$ cat config.mk
export PLATFORM = sky130hd
export DESIGN_NAME = controlador_minado
export DESIGN_NICKNAME = d
export VERILOG_FILES = /design/src/rtl/controlador_minado.sv
export SDC_FILE = /design/constraint.sdc
export NUM_CORES = 1
export LEC_CHECK = 0
export ABC_CLOCK_PERIOD_IN_PS = 11070
export BUFFER_PORTS_ARGS = -buffer_cell sky130_fd_sc_hd__buf_2
export CAP_MARGIN = 5
export CORE_AREA = 2 2 145 147
export CTS_CLUSTER_SIZE = 10
export DETAILED_ROUTE_END_ITERATION = 10
export DIE_AREA = 0 0 147 149
export MAX_ROUTING_LAYER = met4
export PLACE_DENSITY = 0.62
export SLEW_MARGIN = 20
export SYNTH_ARGS = -nofsm -noshare
export SYNTH_HDL_FRONTEND = slang
export SYNTH_SLANG_ARGS = --single-unit
$ cat constraint.sdc
create_clock -name clk -period 11.07 [get_ports clk]
set_input_delay 0.5535 -clock clk [delete_from_list [all_inputs] [get_ports clk]]
set_output_delay 0.5535 -clock clk [all_outputs]
set_load 0.1 [all_outputs]
$ cat src/rtl/controlador_minado.sv
// Round-robin job scheduler that feeds one modulo_rendimiento miner and guards it with a watchdog.
// Optional CTRL_STATS_EN adds saturating per-outcome job counters (jobs_ok, jobs_timeout).
module controlador_minado #(
  parameter int unsigned N_REQ          = 2,
  parameter int unsigned TIMEOUT_CYCLES = 4096
) (
  input  logic                 clk,
  input  logic                 reset,
  input  logic [N_REQ-1:0]     req_valid,
  input  logic [N_REQ*96-1:0]  req_bloque,
  input  logic [N_REQ*8-1:0]   req_target,
  output logic [N_REQ-1:0]     req_ready,
  output logic [N_REQ-1:0]     resp_valid,
  input  logic [N_REQ-1:0]     resp_ready,
  output logic [23:0]          resp_hash,
  output logic                 resp_timeout,
  output logic                 busy,
`ifdef CTRL_STATS_EN
  output logic [15:0]          jobs_ok,
  output logic [15:0]          jobs_timeout,
`endif
  output logic                 inicio,
  output logic [95:0]          bloque_bytes,
  output logic [7:0]           target,
  output logic                 reset_datapath,
  input  logic                 terminado,
  input  logic [23:0]          hash
);

  localparam int unsigned IDX_W = (N_REQ > 1) ? $clog2(N_REQ) : 1;
  localparam int unsigned CNT_W = $clog2(TIMEOUT_CYCLES + 1);
  localparam logic [CNT_W-1:0] CNT_LAST = CNT_W'(TIMEOUT_CYCLES - 1);
  localparam logic [CNT_W-1:0] CNT_MAX  = {CNT_W{1'b1}};
  localparam logic [IDX_W-1:0] IDX_LAST = IDX_W'(N_REQ - 1);

  typedef enum logic [2:0] {
    StIdle,
    StLanzar,
    StEspera,
    StAborto,
    StRespuesta
  } state_t;

  state_t           state_q, state_d;
  logic [IDX_W-1:0] last_grant_q, last_grant_d;
  logic [IDX_W-1:0] grant_q, grant_d;
  logic [95:0]      bloque_q, bloque_d;
  logic [7:0]       target_q, target_d;
  logic [23:0]      hash_q, hash_d;
  logic             timeout_q, timeout_d;
  logic [CNT_W-1:0] cnt_q, cnt_d;

  logic             pick_found;
  logic [IDX_W-1:0] pick_idx;
  logic             accept;
  logic             handshake;

  // Round-robin search starting just after the last served requester.
  always_comb begin
    pick_found = 1'b0;
    pick_idx   = '0;
    for (int unsigned k = 1; k <= N_REQ; k++) begin
      int unsigned cand;
      cand = (32'(last_grant_q) + k) % N_REQ;
      if (!pick_found && req_valid[IDX_W'(cand)]) begin
        pick_found = 1'b1;
        pick_idx   = IDX_W'(cand);
      end
    end
  end

  assign accept = (state_q == StIdle) && pick_found;

  always_comb begin
    req_ready = '0;
    if (accept) begin
      req_ready[pick_idx] = 1'b1;
    end
  end

  always_comb begin
    state_d        = state_q;
    last_grant_d   = last_grant_q;
    grant_d        = grant_q;
    bloque_d       = bloque_q;
    target_d       = target_q;
    hash_d         = hash_q;
    timeout_d      = timeout_q;
    cnt_d          = cnt_q;
    inicio         = 1'b0;
    reset_datapath = 1'b0;
    resp_valid     = '0;
    handshake      = 1'b0;

    unique case (state_q)
      StIdle: begin
        if (accept) begin
          bloque_d = req_bloque[32'(pick_idx)*96 +: 96];
          target_d = req_target[32'(pick_idx)*8 +: 8];
          grant_d  = pick_idx;
          state_d  = StLanzar;
        end
      end
      StLanzar: begin
        inicio  = 1'b1;
        cnt_d   = '0;
        state_d = StEspera;
      end
      StEspera: begin
        if (cnt_q != CNT_MAX) begin
          cnt_d = cnt_q + 1'b1;
        end
        // A completion on the last watchdog cycle still counts as success.
        if (terminado) begin
          hash_d    = hash;
          timeout_d = 1'b0;
          state_d   = StRespuesta;
        end else if (cnt_q == CNT_LAST) begin
          hash_d    = '0;
          timeout_d = 1'b1;
          state_d   = StAborto;
        end
      end
      StAborto: begin
        reset_datapath = 1'b1;
        state_d        = StRespuesta;
      end
      StRespuesta: begin
        resp_valid[grant_q] = 1'b1;
        if (resp_ready[grant_q]) begin
          handshake    = 1'b1;
          last_grant_d = grant_q;
          state_d      = StIdle;
        end
      end
      default: begin
        state_d = StIdle;
      end
    endcase
  end

  always_ff @(posedge clk or posedge reset) begin
    if (reset) begin
      state_q      <= StIdle;
      last_grant_q <= IDX_LAST;
      grant_q      <= '0;
      bloque_q     <= '0;
      target_q     <= '0;
      hash_q       <= '0;
      timeout_q    <= 1'b0;
      cnt_q        <= '0;
    end else begin
      state_q      <= state_d;
      last_grant_q <= last_grant_d;
      grant_q      <= grant_d;
      bloque_q     <= bloque_d;
      target_q     <= target_d;
      hash_q       <= hash_d;
      timeout_q    <= timeout_d;
      cnt_q        <= cnt_d;
    end
  end

  assign busy         = (state_q != StIdle);
  assign bloque_bytes = bloque_q;
  assign target       = target_q;
  assign resp_hash    = hash_q;
  assign resp_timeout = timeout_q;

`ifdef CTRL_STATS_EN
  logic [15:0] jobs_ok_q, jobs_timeout_q;

  always_ff @(posedge clk or posedge reset) begin
    if (reset) begin
      jobs_ok_q      <= '0;
      jobs_timeout_q <= '0;
    end else if (handshake) begin
      if (timeout_q) begin
        if (jobs_timeout_q != 16'hFFFF) begin
          jobs_timeout_q <= jobs_timeout_q + 16'd1;
        end
      end else if (jobs_ok_q != 16'hFFFF) begin
        jobs_ok_q <= jobs_ok_q + 16'd1;
      end
    end
  end

  assign jobs_ok      = jobs_ok_q;
  assign jobs_timeout = jobs_timeout_q;
`endif

endmodule

### Word-level counts from Yosys, hierarchy flattened

Cells that the tools add are included.

* logic and storage cells: 73
* register bits: 147

* shift-type cells: 2
* equal/unequal tests: 10
* multipliers: 1
* magnitude comparators: 6
* reductions and logical operators: 14
* add/subtract/negate cells: 3
* multiplexer cells: 29

Operators by type and width (count)
* $shiftx 192x9->96: 1
* $mux 24: 2
* $pmux 13 s2: 1
* $mux 1: 16
* $shiftx 16x5->8: 1
* $pmux 3 s5: 1
* $add 13x1->13 const B: 1
* $eq 13x12->1 const B: 1
* $mux 13: 1
* $ne 13x13->1 const B: 1
* $mux 3: 4
* $lt 1x2->1 const B: 4
* $reduce_and 2->1: 4
* $eq 3x2->1 const B: 2
* $ne 2x2->1 const B: 3
* $logic_and 1x1->1: 4
* $mux 2: 2
* $reduce_bool 2->1: 2
* $eq 3x1->1 const B: 1
* $eq 3x3->1 const B: 1
* $logic_not 3->1: 1
* $mul 1x2->3 const B: 1
* $ne 3x3->1 const B: 1
* $reduce_and 3->1: 1
* other kinds (5): 8

### Depth between registers and ports, before layout

Gate-level depths: netlist of run 1.

* depth after elaboration: 12
* depth in mapped cells: 8
* mapped depth without buffers: 5

### Worst setup path before layout of run 1

OpenSTA, ideal clock, no wires.

* kind: register to output
* start: register state_q[0]
* end: output resp_valid[0]
* buffers on the path: 1
* path slack: 8.529 ns
* required time: 10.516 ns
* stages on the path, launching flop included: 5
* data arrival time: 1.987 ns
* cells stage by stage: dfrtp_1 -> buf_2 -> nor2_1 -> nand2_1 -> nor2_1

* cells in the longest elaborated chain, start to end: 2

RTL lines
* start: declaration: line 44 `state_t state_q, state_d;`
* start signal: assignment: line 144 `state_q <= StIdle;`
* start signal: assignment: line 153 `state_q <= state_d;`
* $eq 3x3->1: line 95 `unique case (state_q)`
* $mux 2: line 95
* end: declaration: line 13 `output logic [N_REQ-1:0] resp_valid,`

No other way between the ends.

### Worst setup path in the final report of run 1

* start: register state_q[2]
* end: output req_ready[1]

* cells in the longest elaborated chain, start to end: 3

RTL lines
* $logic_not 3->1: line 72 `assign accept = (state_q == StIdle) && pick_found;`
* $logic_and 1x1->1: line 72
* $mux 2: line 76 `if (accept) begin`
* end: declaration: line 12 `output logic [N_REQ-1:0] req_ready,`

No other way between the ends.

==> results.sh, run 1 <==
export IMPL_layout_drive_gt1_share=0.473
export IMPL_fin_area_um2=8800
export IMPL_row_count=53
export IMPL_synth_common_cells="dfrtp_1, inv_1, a222oi_1, a22o_1, buf_2"
export IMPL_worstRegToRegCells=5
export IMPL_nets=1120
export IMPL_cp_startpoint="state_q[2]$_DFFE_PP0P_"
export IMPL_syn_inst=528
export IMPL_numClockSinks=147
export IMPL_cts_root_buf="clkbuf_16"
export IMPL_gp_congestion=0.787
export IMPL_synth_most_common_cell="dfrtp_1"
export IMPL_cts_setup_buffers=0
export IMPL_postRouteAntennaNets=0
export IMPL_grt_setup_unrepaired="false"
export IMPL_min_period_ns=2.99
export IMPL_drv_cap=0
export IMPL_dpl_instance_area_um2=8210
export IMPL_synth_distinct_cells=43
export IMPL_syn_nets=768
export IMPL_n_fill_cell=2057
export IMPL_netlist_area_um2=6200
export IMPL_cts_htree_levels=4
export IMPL_worstSetupPathType="reg2out"
export IMPL_synthTopCellsByArea="dfrtp_1, a222oi_1, inv_1, a22o_1, buf_2"
export IMPL_grt_pass1_vias=5651
export IMPL_path_clk_slew_ns=0.07
export IMPL_min_path_type="in2async"
export IMPL_final_core_util=0.428
export IMPL_post_synth_top_area_cell="dfrtp_1"
export IMPL_postSynthAreaPerCell_um2=11.7
export IMPL_synth_async_reset_ratio=1.00
export IMPL_path_cells="nor3_2, and3_4, buf_2"
export IMPL_setup_worst_path_start_class="register"
export IMPL_cts_made_buffers=17
export IMPL_ios=375
export IMPL_cts_hold_buffers=0
export IMPL_critPathMaxStageDelay_ns=0.61
export IMPL_wirelength_um=20800
export IMPL_critPathRequiredTime_ns=10.52
export IMPL_drc=0
export IMPL_slew_viol_final=0
export IMPL_grt_pass1_wl_um=30800
export IMPL_max_slew_margin_rel=0.367
export IMPL_clock_skew_final_ns=0.0107
export IMPL_synth_seq_cells=147
export IMPL_fmax_mhz=335
export IMPL_synth_edf_count=0
export IMPL_synth_top_area_share=0.590
export IMPL_setup_tns_final_ns=0
export IMPL_tightestPinTransition_ns=0.945
export IMPL_vias=5908
export IMPL_crit_arrival_ns=2.44
export IMPL_hold_slack_ns=0.240
export IMPL_timing_rr_start="state_q[2]$_DFFE_PP0P_"
export IMPL_cts_tree="built"
export IMPL_multi_input_area_um2=1850
export IMPL_port_buffers=374
export IMPL_ys_warnings_count=0
export IMPL_start_util=0.301
export IMPL_drt_initial_drc_count=665
export IMPL_syn_to_final_growth_pct=42.0
export IMPL_outcome="finished clean"
export IMPL_synth_top_flop_cell="dfrtp_1"
export IMPL_firstDrtPassIters=6
export IMPL_setup_violations=0
export IMPL_overflow=0
export IMPL_hpwl_um=14900
export IMPL_antenna_found_initial=2
export IMPL_crit_end="req_ready[1]"
export IMPL_grt_total_usage=0.186
export IMPL_r2r_end="bloque_bytes[13]$_DFFE_PP0P_"
export IMPL_cp_max_fo=46
export IMPL_die_w_um=147
export IMPL_crit_path_end_kind="primary output"
export IMPL_regArea_um2=3680
export IMPL_cp_slowest_cell="and3_4"
export IMPL_ys_seq_area_frac=0.594
export IMPL_die_area_um2=21900
export IMPL_clk_latency_ns=0.42
export IMPL_vias_per_cell=5.05
export IMPL_routedWlPerCell_um=17.8
export IMPL_dieHeight_um=149
export IMPL_period_share=0.270
export IMPL_core_um2=20600
export IMPL_hold_viol_final=0
export IMPL_cts_repair_resized=0
export IMPL_r2r_slack_ns=8.51
export IMPL_grt_max_degree=82
export IMPL_clk_path_buf_depth=2
-- flip-flops by register name, indices dropped and copies added, names as in the netlist --
register and flops:
bloque_bytes 96, cnt_q 13, grant_q 1, last_grant_q 1, resp_hash 24, resp_timeout 1, state_q 3, target 8
-- critical path: cells and delay by family (launching register included) --
kind	cells	cell delay (ns)
buffers and inverters	1	0.53
DFF	1	0.46
and+or+nand+nor	2	1.00
-- kinds of logic (layout without fill, tap and decap cells) --
| group | count (synthesis) | in the layout | synth area share |
|---|---|---|---|
| other | 0 | 2 | 0 |
| flip-flops | 147 | 147 | 0.594 |
| AND/OR/NAND/NOR | 52 | 52 | 0.0485 |
| buffers and inverters | 160 | 524 | 0.111 |
| AO/OA/AOI/OAI | 164 | 164 | 0.238 |
| adder cells (fa/ha/maj) | 1 | 1 | 0.00202 |
| XOR/XNOR | 1 | 1 | 0.00141 |
| multiplexers | 3 | 3 | 0.00485 |
-- worst min-delay path by stage --
| stage | startpoint | to | slack, ns | cells past startpoint |
|---|---|---|---|---|
| 2_1_floorplan | cnt_q[10]$_DFFE_PP0P_ | cnt_q[10]$_DFFE_PP0P_ | 0.48 | 1 |
| 3_3_place_gp | bloque_bytes[28]$_DFFE_PP0P_ | bloque_bytes[28]$_DFFE_PP0P_ | 0.47 | 2 |
| 3_5_place_dp | bloque_bytes[32]$_DFFE_PP0P_ | bloque_bytes[32]$_DFFE_PP0P_ | 0.47 | 2 |
| 4_1_cts | reset | resp_hash[12]$_DFFE_PP0P_ | 0.26 | 2 |
| 5_1_grt | reset | bloque_bytes[10]$_DFFE_PP0P_ | 0.28 | 2 |
| 6_report | reset | resp_hash[12]$_DFFE_PP0P_ | 0.24 | 2 |
-- cells in the final DEF, fill, tap and decap left out, types with 5 or more instances in the layout --
cell type	Yosys	final
o21ai_0	11	11
nor2_1	12	12
nand2_1	10	10
inv_6	0	5
inv_1	115	114
dfrtp_1	146	146
a222oi_1	104	104
a21oi_1	7	7
nand3_1	5	5
clkbuf_16	0	17
clkinvlp_4	0	5
a22o_1	24	24
buf_2	23	374
-- metal layers --
layer | global-route usage | part of all wire | wire length, µm | up-vias
met5 | - | 0 | 0 | -
met4 | 0.0538 | 0.014 | 301 | 0
met3 | 0.0523 | 0.075 | 1560 | 21
met2 | 0.300 | 0.50 | 10300 | 265
met1 | 0.230 | 0.41 | 8620 | 2907
li1 | - | - | - | 2715
-- area by class of cell --
type / count / share of cell area
Sequential cell: 147 / 0.418
Tap cell: 275 / 0.0391
Clock buffer: 18 / 0.0488
Antenna cell: 2 / 0.000569
Timing Repair Buffer: 378 / 0.216
Clock inverter: 13 / 0.0174
Inverter: 115 / 0.0496
Multi-Input combinational cell: 221 / 0.210
-- metrics by stage --
stage / cells / worst slack [ns]
after global placement: 1136 / 8.47
final: 1169 / 8.08
after global routing: 1169 / 7.91
after CTS: 1167 / 8.05
after floorplan: 528 / 6.57
after detailed placement: 1136 / 8.47
Power of run 1 is not shown: default switching activity piles up to over one toggle a cycle in this logic, so the estimate is an artifact.
==> inputs of run 2 (changes only) <==
ABC_CLOCK_PERIOD_IN_PS = 3000   (was 11070)
CORE_AREA = 2 2 147 149   (was 2 2 145 147)
DIE_AREA = 0 0 149 151   (was 0 0 147 149)
PLACE_DENSITY = 0.61   (was 0.62)
clock period = 3 ns   (was 11.07 ns; I/O delays follow)
==> results.sh, run 2 (same netlist as run 1, synthesis figures left out) <==
export IMPL_min_period_ns=2.74
export IMPL_period_share=0.915
export IMPL_fin_ws_ns=0.255
export IMPL_setup_violations=0
export IMPL_fmax_mhz=364
export IMPL_slew_viol_final=0
export IMPL_postRouteAntennaNets=0
export IMPL_die_w_um=149
export IMPL_setup_tns_final_ns=0
export IMPL_vias=7113
export IMPL_fin_cells=1411
export IMPL_critPathRequiredTime_ns=3.31
export IMPL_firstDrtPassIters=9
export IMPL_min_path_type="in2reg"
export IMPL_grt_pass1_wl_um=36500
export IMPL_grt_setup_unrepaired="false"
export IMPL_ios=375
export IMPL_dieHeight_um=151
export IMPL_path_clk_slew_ns=0.07
export IMPL_port_buffers=374
export IMPL_crit_arrival_ns=3.05
export IMPL_clock_skew_final_ns=0.00778
export IMPL_layout_drive_gt1_share=0.378
export IMPL_drt_initial_drc_count=687
export IMPL_cts_htree_levels=4
export IMPL_grt_total_usage=0.212
export IMPL_final_common_cell="buf_2"
export IMPL_row_count=53
export IMPL_gp_congestion=0.792
export IMPL_setup_worst_path_start_class="register"
export IMPL_cts_root_buf="clkbuf_16"
export IMPL_cts_tree="built"
export IMPL_max_slew_margin_rel=0.349
export IMPL_nets=1357
export IMPL_antenna_found_initial=6
export IMPL_die_area_um2=22500
export IMPL_drv_cap=0
export IMPL_cp_max_fo=77
export IMPL_worstSetupPathType="reg2reg"
export IMPL_vias_per_cell=5.04
export IMPL_grt_pass1_vias=7037
export IMPL_syn_to_final_growth_pct=81.2
export IMPL_outcome="finished clean"
export IMPL_overflow=0
export IMPL_grt_max_degree=137
export IMPL_dp_cells=1140
export IMPL_final_cell_mix="buf_2, dlygate4sd3_1, dfrtp_1"
export IMPL_largest_register_ffs=96
export IMPL_drc=0
export IMPL_tightestPinTransition_ns=0.976
export IMPL_clk_path_buf_depth=2
export IMPL_start_util=0.298
export IMPL_dp_slack_ns=0.848
export IMPL_hpwl_um=14800
export IMPL_cts_made_buffers=17
export IMPL_crit_path_end_kind="register"
export IMPL_wirelength_um=24200
export IMPL_clk_latency_ns=0.41
export IMPL_hold_viol_final=0
export IMPL_routedWlPerCell_um=17.2
export IMPL_numClockSinks=147
export IMPL_core_um2=20800
## run 2: cell count changes in the layout (fill, tap and decap cells not counted)
cell,before,now
dlygate4sd3_1,0,233
buf_12,0,4
diode_2,2,6
clkbuf_8,0,1
clkinv_4,1,2
clkinvlp_4,5,6
inv_6,5,4
inv_8,1,0
## run 2: area by class of cell
cell class	count	area, µm²
flip-flops and latches	147	3680
repair buffers	615	4310
diodes	6	15.0
fillers	1758	9590
inverters	115	435
well taps	275	344
clock buffers	19	443
multi-input cells	221	1850
clock inverters	13	150
## run 2: timing repair
item,4_1_cts,5_1_grt
hold buffers,233,0
resized for setup,0,0
endpoints found under the setup margin,0,0
buffers inserted,0,0
endpoints found under the hold margin,141,0
## run 2: routing by layer
metal  track usage  routed length [µm]
met4        0.0800                 601
met1         0.244                9350
met5             -                   0
met2         0.358               12200
met3        0.0536                2000
## run 2: path summary, 6_finish.rpt
kind / startpoint / to / slack [ns] / depth (start not counted)
max in group asynchronous: reset / resp_hash[18]$_DFFE_PP0P_ / 1.74 / 4
worst max-delay path: state_q[2]$_DFFE_PP0P_ / bloque_bytes[78]$_DFFE_PP0P_ / 0.26 / 6
min in group asynchronous: reset / bloque_bytes[36]$_DFFE_PP0P_ / 0.24 / 3
worst min register to register: resp_hash[0]$_DFFE_PP0P_ / resp_hash[0]$_DFFE_PP0P_ / 0.50 / 1
worst min-delay path: resp_ready[1] / state_q[2]$_DFFE_PP0P_ / 0.06 / 4
worst max register to register: state_q[2]$_DFFE_PP0P_ / bloque_bytes[78]$_DFFE_PP0P_ / 0.26 / 6
## run 2: metrics by stage
step	util	instance area, µm²	hold slack (ns)
4_1_cts	0.539	11200	0.0323
2_1_floorplan	-	6200	0.246
6_report	0.539	11200	0.0568
5_1_grt	0.539	11200	0.0590
3_3_place_gp	0.398	8290	0.123
3_5_place_dp	0.398	8290	0.128
## run 2: worst max-delay path, stage by stage, from the launching register on
cell and delay (ns):
dfrtp_1 0.45, nor3_2 0.42, o21ai_4 0.36, buf_12 0.33, a222oi_1 0.39, dlygate4sd3_1 0.60, inv_1 0.04
Power of run 2 is left out for the same reason.
==> inputs of run 3 (changes only) <==
==> constraint.sdc (replaced) <==
create_clock -name clk -period 3 [get_ports clk]
set_input_delay 0.6 -clock clk [delete_from_list [all_inputs] [get_ports clk]]
set_output_delay 0.6 -clock clk [all_outputs]
set_load 0.1 [all_outputs]
==> results.sh, run 3 (same netlist as run 1, synthesis figures left out) <==
export IMPL_crit_path_end_kind="primary output"
export IMPL_dp_cells=1145
export IMPL_core_um2=20800
export IMPL_cts_root_buf="clkbuf_16"
export IMPL_cp_max_fo=9
export IMPL_period_share=0.887
export IMPL_antenna_found_initial=4
export IMPL_vias_per_cell=5.07
export IMPL_cts_made_buffers=17
export IMPL_cts_tree="built"
export IMPL_routedWlPerCell_um=17.6
export IMPL_grt_pass1_vias=5732
export IMPL_grt_pass1_wl_um=30600
export IMPL_path_clk_slew_ns=0.06
export IMPL_path_cells="nor3_2, and3_4, buf_2"
export IMPL_worstSetupPathType="reg2out"
export IMPL_syn_to_final_growth_pct=45.1
export IMPL_overflow=0
export IMPL_cp_slowest_cell="dfrtp_1"
export IMPL_hold_viol_final=0
export IMPL_min_period_ns=2.66
export IMPL_row_count=53
export IMPL_grt_max_degree=106
export IMPL_ios=375
export IMPL_cts_htree_levels=4
export IMPL_dieHeight_um=151
export IMPL_final_cell_mix="buf_2, dfrtp_1, inv_1"
export IMPL_vias=6003
export IMPL_drt_initial_drc_count=636
export IMPL_cts_hold_buffers=0
export IMPL_setup_tns_final_ns=0
export IMPL_tightestPinTransition_ns=0.981
export IMPL_multi_input_area_um2=1850
export IMPL_critPathRequiredTime_ns=2.40
export IMPL_grt_setup_unrepaired="false"
export IMPL_start_util=0.298
export IMPL_drc=0
export IMPL_largest_register_ffs=96
export IMPL_crit_arrival_ns=2.06
export IMPL_port_buffers=374
export IMPL_nets=1129
export IMPL_slew_viol_final=0
export IMPL_clk_latency_ns=0.41
export IMPL_gp_congestion=0.823
export IMPL_setup_worst_path_start_class="register"
export IMPL_fmax_mhz=376
export IMPL_n_fill_cell=2043
export IMPL_clock_skew_final_ns=0.0115
export IMPL_postRouteAntennaNets=0
export IMPL_die_w_um=149
export IMPL_max_slew_margin_rel=0.346
export IMPL_grt_total_usage=0.180
export IMPL_drv_cap=0
export IMPL_hpwl_um=15000
export IMPL_min_path_type="in2async"
export IMPL_fin_cells=1183
export IMPL_numClockSinks=147
export IMPL_wirelength_um=20800
export IMPL_cts_setup_buffers=0
export IMPL_cts_repair_resized=0
export IMPL_outcome="finished clean"
export IMPL_final_common_cell="buf_2"
export IMPL_firstDrtPassIters=9
export IMPL_clk_path_buf_depth=2
export IMPL_critPathMaxStageDelay_ns=0.46
export IMPL_die_area_um2=22500
export IMPL_regArea_um2=3680
export IMPL_setup_violations=0
export IMPL_layout_drive_gt1_share=0.480
[run 3: stage by stage]
step           setup slack (ns)  area, µm²   util  hold slack [ns]
2_1_floorplan             0.413       6200      -            0.482
3_3_place_gp              0.774       8340  0.400            0.468
3_5_place_dp              0.762       8340  0.400            0.475
4_1_cts                   0.299       8970  0.431            0.372
5_1_grt                   0.224       8980  0.431            0.383
6_report                  0.338       8990  0.432            0.352
[run 3: area by class of cell]
cell class                      count  share of cell area
Sequential cell                   147               0.409
Timing Repair Buffer              387               0.226
Multi-Input combinational cell    221               0.206
Clock buffer                       20              0.0519
Inverter                          115              0.0484
Tap cell                          275              0.0383
Clock inverter                     12              0.0185
Antenna cell                        6             0.00167
[run 3: metal layers]
metal  vias up  global-route usage  part of all wire
li1       2747                   -                 -
met1      2952               0.219              0.40
met2       273               0.294              0.50
met3        31              0.0380             0.077
met4         0              0.0695             0.023
met5         -                   -                 0
[run 3: critical path: cells and delay by family, from the launching register on]
family	cells	cell delay (ns)
buffers and inverters	1	0.43
and+or+nand+nor	2	0.75
DFF	1	0.46
[run 3: path summary, 6_finish.rpt]
kind	startpoint	to	slack, ns	cells past startpoint
max reg2reg	state_q[2]$_DFFE_PP0P_	bloque_bytes[24]$_DFFE_PP0P_	0.95	5
min	reset	bloque_bytes[81]$_DFFE_PP0P_	0.35	2
min in group clk	req_bloque[187]	bloque_bytes[91]$_DFFE_PP0P_	0.40	3
min reg2reg	bloque_bytes[31]$_DFFE_PP0P_	bloque_bytes[31]$_DFFE_PP0P_	0.49	2
max	state_q[2]$_DFFE_PP0P_	req_ready[1]	0.34	3
max in group asynchronous	reset	last_grant_q$_DFFE_PP1P_	1.95	3
Power of run 3 is left out for the same reason.
